`src/rtl/romulus_config_pkg.sv`:
```
// Shared Romulus datapath configuration: bus/block geometry, FSM state type
// and the beat-count helper used by the output serializer.
package romulus_config_pkg;

  localparam int BUSW     = 32;
  localparam int LANES    = BUSW / 8;
  localparam int BUSSHIFT = 2;
  localparam int CNTW     = 2;
  localparam int BLKW     = 128;
  localparam int BEATS    = 16 / LANES;

  typedef enum logic {
    IDLE,
    SEND
  } unpad_state_t;

  // A partial segment needs ceil(seglen/LANES) beats; a full block needs all of them.
  function automatic logic [CNTW:0] calc_beats(input logic pad, input logic [3:0] seglen);
    logic [4:0] sum;
    sum = {1'b0, seglen} + 5'd3;
    return pad ? (CNTW+1)'(sum >> BUSSHIFT) : (CNTW+1)'(BEATS);
  endfunction

endpackage

```
`src/rtl/do_unpad_serializer_lane_mask.sv`:
```
// Decodes which byte lanes of the current beat carry real block bytes and
// which are padding that must be blanked before leaving the core.
module unpad_lane_mask
  import romulus_config_pkg::*;
(
  input  logic [3:0]       seglen,
  input  logic [CNTW-1:0]  cnt,
  input  logic             pad,
  output logic [LANES-1:0] keep
);

  always_comb begin
    keep = '0;
    for (int i = 0; i < LANES; i++) begin
      keep[i] = !pad || ((LANES * int'(cnt) + i) < int'(seglen));
    end
  end

endmodule

```
`src/rtl/do_unpad_serializer.sv`:
```
// Serializes one captured 128-bit block onto the DO bus, stripping padding
// bytes from a partial final segment (zero fill, or rdi fill for masked shares).
module do_unpad_serializer
  import romulus_config_pkg::*;
(
  input  logic            clk,
  input  logic            rst,
  input  logic [BLKW-1:0] blk_data,
  input  logic            blk_valid,
  output logic            blk_ready,
  input  logic [3:0]      seglen,
  input  logic            pad,
  input  logic            last,
  input  logic            share,
  input  logic [BUSW-1:0] rdi,
  output logic [BUSW-1:0] do_data,
  output logic            do_valid,
  input  logic            do_ready,
  output logic            do_last
);

  unpad_state_t    state, state_next;
  logic [CNTW-1:0] cnt, cnt_next;
  logic            capture;

  logic [BLKW-1:0] data_r;
  logic [3:0]      seglen_r;
  logic            pad_r, last_r, share_r;

  logic [CNTW:0]   beats_in, beats_r;
  logic            last_beat;
  logic [LANES-1:0] keep;
  logic [BUSW-1:0] word;

  assign beats_in  = calc_beats(pad, seglen);
  assign beats_r   = calc_beats(pad_r, seglen_r);
  assign last_beat = ({1'b0, cnt} == beats_r - 1'b1);

  always_ff @(posedge clk or posedge rst) begin
    if (rst) begin
      state    <= IDLE;
      cnt      <= '0;
      data_r   <= '0;
      seglen_r <= '0;
      pad_r    <= 1'b0;
      last_r   <= 1'b0;
      share_r  <= 1'b0;
    end else begin
      state <= state_next;
      cnt   <= cnt_next;
      if (capture) begin
        data_r   <= blk_data;
        seglen_r <= seglen;
        pad_r    <= pad;
        last_r   <= last;
        share_r  <= share;
      end
    end
  end

  // An empty partial segment is consumed in IDLE without emitting any beat.
  always_comb begin
    state_next = state;
    cnt_next   = cnt;
    capture    = 1'b0;
    unique case (state)
      IDLE: begin
        if (blk_valid) begin
          capture = 1'b1;
          if (beats_in != '0) begin
            cnt_next   = '0;
            state_next = SEND;
          end
        end
      end
      SEND: begin
        if (do_ready) begin
          if (last_beat) state_next = IDLE;
          else           cnt_next   = cnt + 1'b1;
        end
      end
      default: state_next = IDLE;
    endcase
  end

  unpad_lane_mask u_lane_mask (
    .seglen (seglen_r),
    .cnt    (cnt),
    .pad    (pad_r),
    .keep   (keep)
  );

  always_comb begin
    word = '0;
    for (int i = 0; i < LANES; i++) begin
      if (keep[i])
        word[BUSW-1-8*i -: 8] = data_r[BLKW-1-8*(LANES*int'(cnt)+i) -: 8];
      else if (share_r)
        word[BUSW-1-8*i -: 8] = rdi[BUSW-1-8*i -: 8];
    end
  end

  assign blk_ready = (state == IDLE) && !rst;
  assign do_valid  = (state == SEND);
  assign do_data   = do_valid ? word : '0;
  assign do_last   = do_valid && last_r && last_beat;

endmodule

```
`config.mk`:
```
export PLATFORM = sky130hd
export DESIGN_NAME = do_unpad_serializer
export DESIGN_NICKNAME = d
export VERILOG_FILES = /design/src/rtl/romulus_config_pkg.sv /design/src/rtl/do_unpad_serializer_lane_mask.sv /design/src/rtl/do_unpad_serializer.sv
export SDC_FILE = /design/constraint.sdc
export NUM_CORES = 1
export LEC_CHECK = 0
export CORE_MARGIN = 4
export CORE_UTILIZATION = 48
export CTS_BUF_LIST = sky130_fd_sc_hd__clkbuf_16
export DETAILED_ROUTE_END_ITERATION = 7
export GPL_TIMING_DRIVEN = 0
export PLACE_DENSITY = 0.82
export RECOVER_POWER = 100
export SLEW_MARGIN = 15
export SYNTH_ARGS = -nofsm -noshare
export SYNTH_HDL_FRONTEND = slang
export SYNTH_SLANG_ARGS = --single-unit
```
`constraint.sdc`:
```
create_clock -name clk -period 6.56 [get_ports clk]
set_clock_uncertainty 0.2 [all_clocks]
set_input_delay 1.64 -clock clk [delete_from_list [all_inputs] [get_ports clk]]
set_output_delay 1.64 -clock clk [all_outputs]
set_load 0.05 [all_outputs]
```
; ---- Yosys cells after proc, flatten, opt, wreduce, memory -nomap -nowiden
; Cells that the tools add are included.
[word_totals]
register_bits = 138
in_bits = 171
out_inout_bits = 35
[op_classes]
n_addsub = 11
n_lt_le_gt_ge = 4
eq_ne = 5
n_shift = 4
muxes = 23
bitwise_logic = 1
n_reduce_logical = 11
[ops]
columns = operator, n
row1 = 135-bit by 32-bit variable part select with 8-bit output, 3
row2 = 135-bit by 8-bit variable part select with 8-bit output, 1
row3 = 32-bit by 5-bit < comparator with 1-bit output, 3
row4 = "8-bit by 32-bit subtractor with 32-bit output, first input constant", 3
row5 = 8-bit two-way mux, 8
row6 = 32-bit two-way mux, 1
row7 = "4-bit by 2-bit adder with 5-bit output, second input constant", 4
row8 = 2-bit two-way mux, 4
row9 = "2-bit inequality test, second input constant", 4
row10 = "7-bit by 7-bit subtractor with 8-bit output, first input constant", 1
row11 = 1-bit two-way mux, 6
row12 = 3-bit two-way mux, 2
row13 = "4-bit by 1-bit adder with 5-bit output, second input constant", 1
row14 = 1-bit logical OR, 4
row15 = 4-bit < comparator, 1
row16 = 2-bit one-hot mux with 2 select lines, 1
row17 = 4-bit AND reduction, 1
row18 = 2-bit by 3-bit equality test with 1-bit output, 1
row19 = 1-bit logical AND, 3
row20 = 3-bit nonzero test, 1
row21 = "3-bit by 1-bit subtractor with 3-bit output, second input constant", 1
row22 = "2-bit by 1-bit adder with 2-bit output, second input constant", 1
row23 = 1-bit logical NOT, 2
row24 = 1-bit one-hot mux with 2 select lines, 1
row25 = 1-bit NOT, 1

; ---- Longest topological paths before layout
[logic_depth]
word_depth = 7
mapped_depth = 10

; ---- Hierarchy
; From an unflattened synthesis, not the netlist that was laid out.
[unflattened]
cells_unflattened = 478
hier_area_um2 = 6785.3
[by_module_without_submodules]
columns = module, n_inst, cells_per_inst, area_per_inst_um2, seq_area_each_um2
row1 = do_unpad_serializer, 1, 462, 6685.2, 3453.3
row2 = unpad_lane_mask, 1, 16, 100.1, 0.0

; ---- Least setup slack after synthesis
; No wires, ideal clock.
[synth_timing]
path_type = register to output
from = reg cnt[0]
to = out do_data[13]
t_arrival_ns = 3.019
path_slack_ns = 1.701
path_stages_with_launch = 10
cell_sequence = dfrtp_1 > buf_4 > buf_4 > inv_1 > ha_1 > a21oi_1 > o21a_1 > buf_2 > nand3_1 > a21boi_0
[synth_between]
elab_chain_cells = 5
elab_cells_between_ends = 7
classes_between = add/sub: 2 / order compare: 1 / shift: 1 / mux: 2 / reduce/logical: 1
[synth_rtl]
columns = item, line_no
row1 = "start, declared", do_unpad_serializer.sv:23  ; logic [CNTW-1:0] cnt, cnt_next;
row2 = "start signal, assigned", do_unpad_serializer.sv:50  ; cnt <= cnt_next;
row3 = 4-bit by 2-bit adder with 5-bit output *, "do_unpad_serializer_lane_mask.sv:15, do_unpad_serializer.sv:97"
row4 = 8-bit by 32-bit subtractor with 32-bit output / 32-bit by 5-bit < comparator with 1-bit output (equally long branches), "do_unpad_serializer.sv:97, do_unpad_serializer_lane_mask.sv:15"
row5 = 135-bit by 32-bit variable part select with 8-bit output / 1-bit logical OR (equally long branches), "do_unpad_serializer.sv:97, do_unpad_serializer_lane_mask.sv:15"
row6 = 8-bit two-way mux *, do_unpad_serializer.sv:96  ; if (keep[i])
row7 = 32-bit two-way mux *, do_unpad_serializer.sv:105  ; assign do_data = do_valid ? word : '0;
row8 = "end, declared", do_unpad_serializer.sv:16  ; output logic [BUSW-1:0] do_data,
; Mark *: on every way between the ends. The rest lies on a longest branch, timed or not.

; ---- Final worst setup path
[layout_timing]
from = reg cnt[0]
to = out do_data[12]
; Same word-level chain as after synthesis.

==> metrics.csv <==
metric;value;unit
synth.yosys.seq_area_share;50.8;%
synth_top_area_share;50.8;%
cts.hold.buffers_added;0;
clockRootBuffer;clkbuf_16;
worstMarginPinSlew;2.28;ns
grt.overflow.total;0;
synth.most_common_cell;dfrtp_1;
path_clk_slew;0.05;ns
drt_iter0_markers;338;
die_h;127;um
hpwl;13600;um
dp_cells;878;
synth_edf_count;0;
n_antenna_cell;0;
initial_core_util;49.0;%
power.density;571;nW/um2
wl_per_cell;20.2;um
ios;206;
synth_flop_cell;dfrtp_1;
hold_viol;0;
finalMaxSlewViolations;141;
clk_path_buf_depth;2;
drc_errors;0;
peakVddDrop;0.433;mV
cp_cell_sequence;buf_4 > buf_4 > inv_1 > ha_1 > nand4b_1 > o211ai_1 > nand3_1 > a21boi_0 > dlygate4sd3_1;
min_period;5.96;ns
slew_headroom;-52.8;%
startpoint_type;register;
syn_inst;492;
synth_area_leader_cell;dfrtp_1;
fin_crit_sh;90.8;%
rows;43;
grt_max_degree;87;
outcome;complete, but fails checks;
die_area;16100;um2
maxCapViolCount;2;
synth_area_per_cell;13.8;um2
hp-class;reg2reg;
async_flop_share;100;%
coreArea;13900;um2
port_buffers;205;
cts_resized;0;
synthTopCellsByCount;138 x dfrtp_1, 132 x mux2_2, 40 x nand3_1;
final_layout_size_suffix_gt1_share;27.5;%
worst-path-max-fanout;10;
layout_setup_ws;0.601;ns
gp_congestion;0.802;
antenna_found_initial;0;
path_common_cell;buf_4;
grt_pass1_wl;28400;um
area_growth;41.2;%
cts.sinks;138;
grt_pass1_vias;5507;
cts_buffers;17;
cts_tree;built;
violations;capacitance limit, slew limit;
rsz0062_at_grt;no;
finalSetupViolCount;0;
syn_nets;667;
yosys.cell_types.count;38;
final.fill_count;975;
synth_area_leaders;dfrtp_1 51%, mux2_2 22%, mux4_2 8.3%;
syn_area;6800;um2
ant_nets;0;
vias_per_cell;5.53;
wl;18300;um
p_leak;3.92;nW
end_kind;output port;
synth_seq_cells;138;
dieWidth;127;um
htreeDepth;4;
path_class;reg2out;
dr.pass1.iters;4;
postCtsSetupBuffers;0;
worstPathRequired;4.72;ns
fmax;168;MHz
critical-path-slowest-cell;dlygate4sd3_1;
vias;5021;
yosysWarnings;0;
cpPeakStageDelay;0.93;ns
grt_util_all_layers;23.0;%
clkLatencyLatePin;0.40;ns
place_ws;1.30;ns
arrival;4.12;ns
finalNonFillerCells;908;
nNetsFinal;892;
==> report_power, final <==
part,leakage [nW],internal (mW),switching (mW),total [mW]
logic,2.01,1.33,1.76,3.09
registers,1.63,1.29,0.216,1.51
clock network,0.279,0.545,0.340,0.885
total,3.92,3.16,2.31,5.48
==> through the flow <==
| step | power (mW) | instance area (um2) | utilization [%] | TNS [ns] | hold slack, ns |
|---|---|---|---|---|---|
| after floorplan | 3.72 | 6800 | - | 0 | 0.272 |
| after global placement | 4.61 | 9070 | 65.4 | -92.56 | 0.281 |
| after detailed placement | 4.71 | 9100 | 65.6 | 0 | 0.290 |
| after CTS | 5.61 | 9640 | 69.5 | 0 | 0.302 |
| after global routing | 5.77 | 9600 | 69.1 | 0 | 0.311 |
| final | 5.48 | 9600 | 69.1 | 0 | 0.297 |
==> flip-flops by register name, summed over array words and instances, names as in the netlist <==
name and flops:
do_valid 1, data_r 128, last_r 1, cnt 2, pad_r 1, share_r 1, seglen_r 4
==> logic make-up after synthesis <==
| logic type | synth area share, % |
|---|---|
| flops | 50.8 |
| fa+ha+maj | 0.737 |
| buf+inv | 2.91 |
| simple gates | 6.59 |
| xor+xnor | 0.497 |
| mux | 33.2 |
| compound gates | 5.21 |
==> final cells by class <==
type / count / area [um2] / area share [%]
clock inverter: 13 / 114 / 1.19
inverter: 5 / 20.0 / 0.209
multi-input combinational: 315 / 3140 / 32.7
sequential: 138 / 3450 / 36.0
clock buffer: 17 / 425 / 4.43
tap: 180 / 225 / 2.35
timing repair buffer: 206 / 2060 / 21.4
buffer: 34 / 164 / 1.71
==> per-layer routing <==
metal | GRT usage (%) | part of all wire, % | up-vias
met5 | 0 | 0 | -
met4 | 7.00 | 1.4 | 0
met3 | 5.73 | 7.3 | 23
met2 | 39.0 | 51 | 182
met1 | 29.4 | 41 | 2542
li1 | - | - | 2274
==> worst paths after layout <==
| path | startpoint | end | slack (ns) | cells after the start |
|---|---|---|---|---|
| worst max register to register | seglen_r[0] | cnt[0] | 4.02 | 8 |
| max in group asynchronous | rst | data_r[104] | 1.20 | 3 |
| min in group asynchronous | rst | data_r[22] | 2.12 | 2 |
| worst min-delay path | data_r[123] | data_r[123] | 0.30 | 1 |
| worst max-delay path | cnt[0] | do_data[12] | 0.60 | 9 |
| worst min register to register | data_r[123] | data_r[123] | 0.30 | 1 |
==> critical path, delay by kind of cell (launching register included) <==
family,cells,cell delay [ns]
simple gates,2,0.58
compound gates,2,0.88
buf+inv,4,1.57
fa+ha+maj,1,0.33
flops,1,0.35
==> layout by cell type, fill, tap and decap left out, types with 2 or more instances in the layout <==
cell type,Yosys,routed
buf_4,4,4
mux4_1,7,7
clkbuf_1,11,23
nand2_1,35,35
o21ai_0,4,5
a21oi_1,2,2
mux4_2,25,25
mux2_2,132,131
nor2_1,3,3
dfrtp_1,138,138
dlygate4sd3_1,0,35
clkinv_1,0,2
o21a_1,3,3
clkbuf_16,0,17
nor2b_1,4,4
ha_1,4,4
o21ai_1,3,2
and2_1,3,3
inv_1,5,6
bufinv_16,0,2
nand3_1,40,40
a21boi_0,31,31
buf_6,2,2
xnor2_1,2,2
clkinv_2,0,6
clkdlybuf4s50_1,0,170
buf_2,17,5
Note: power is estimated with default switching activity, not from simulation.
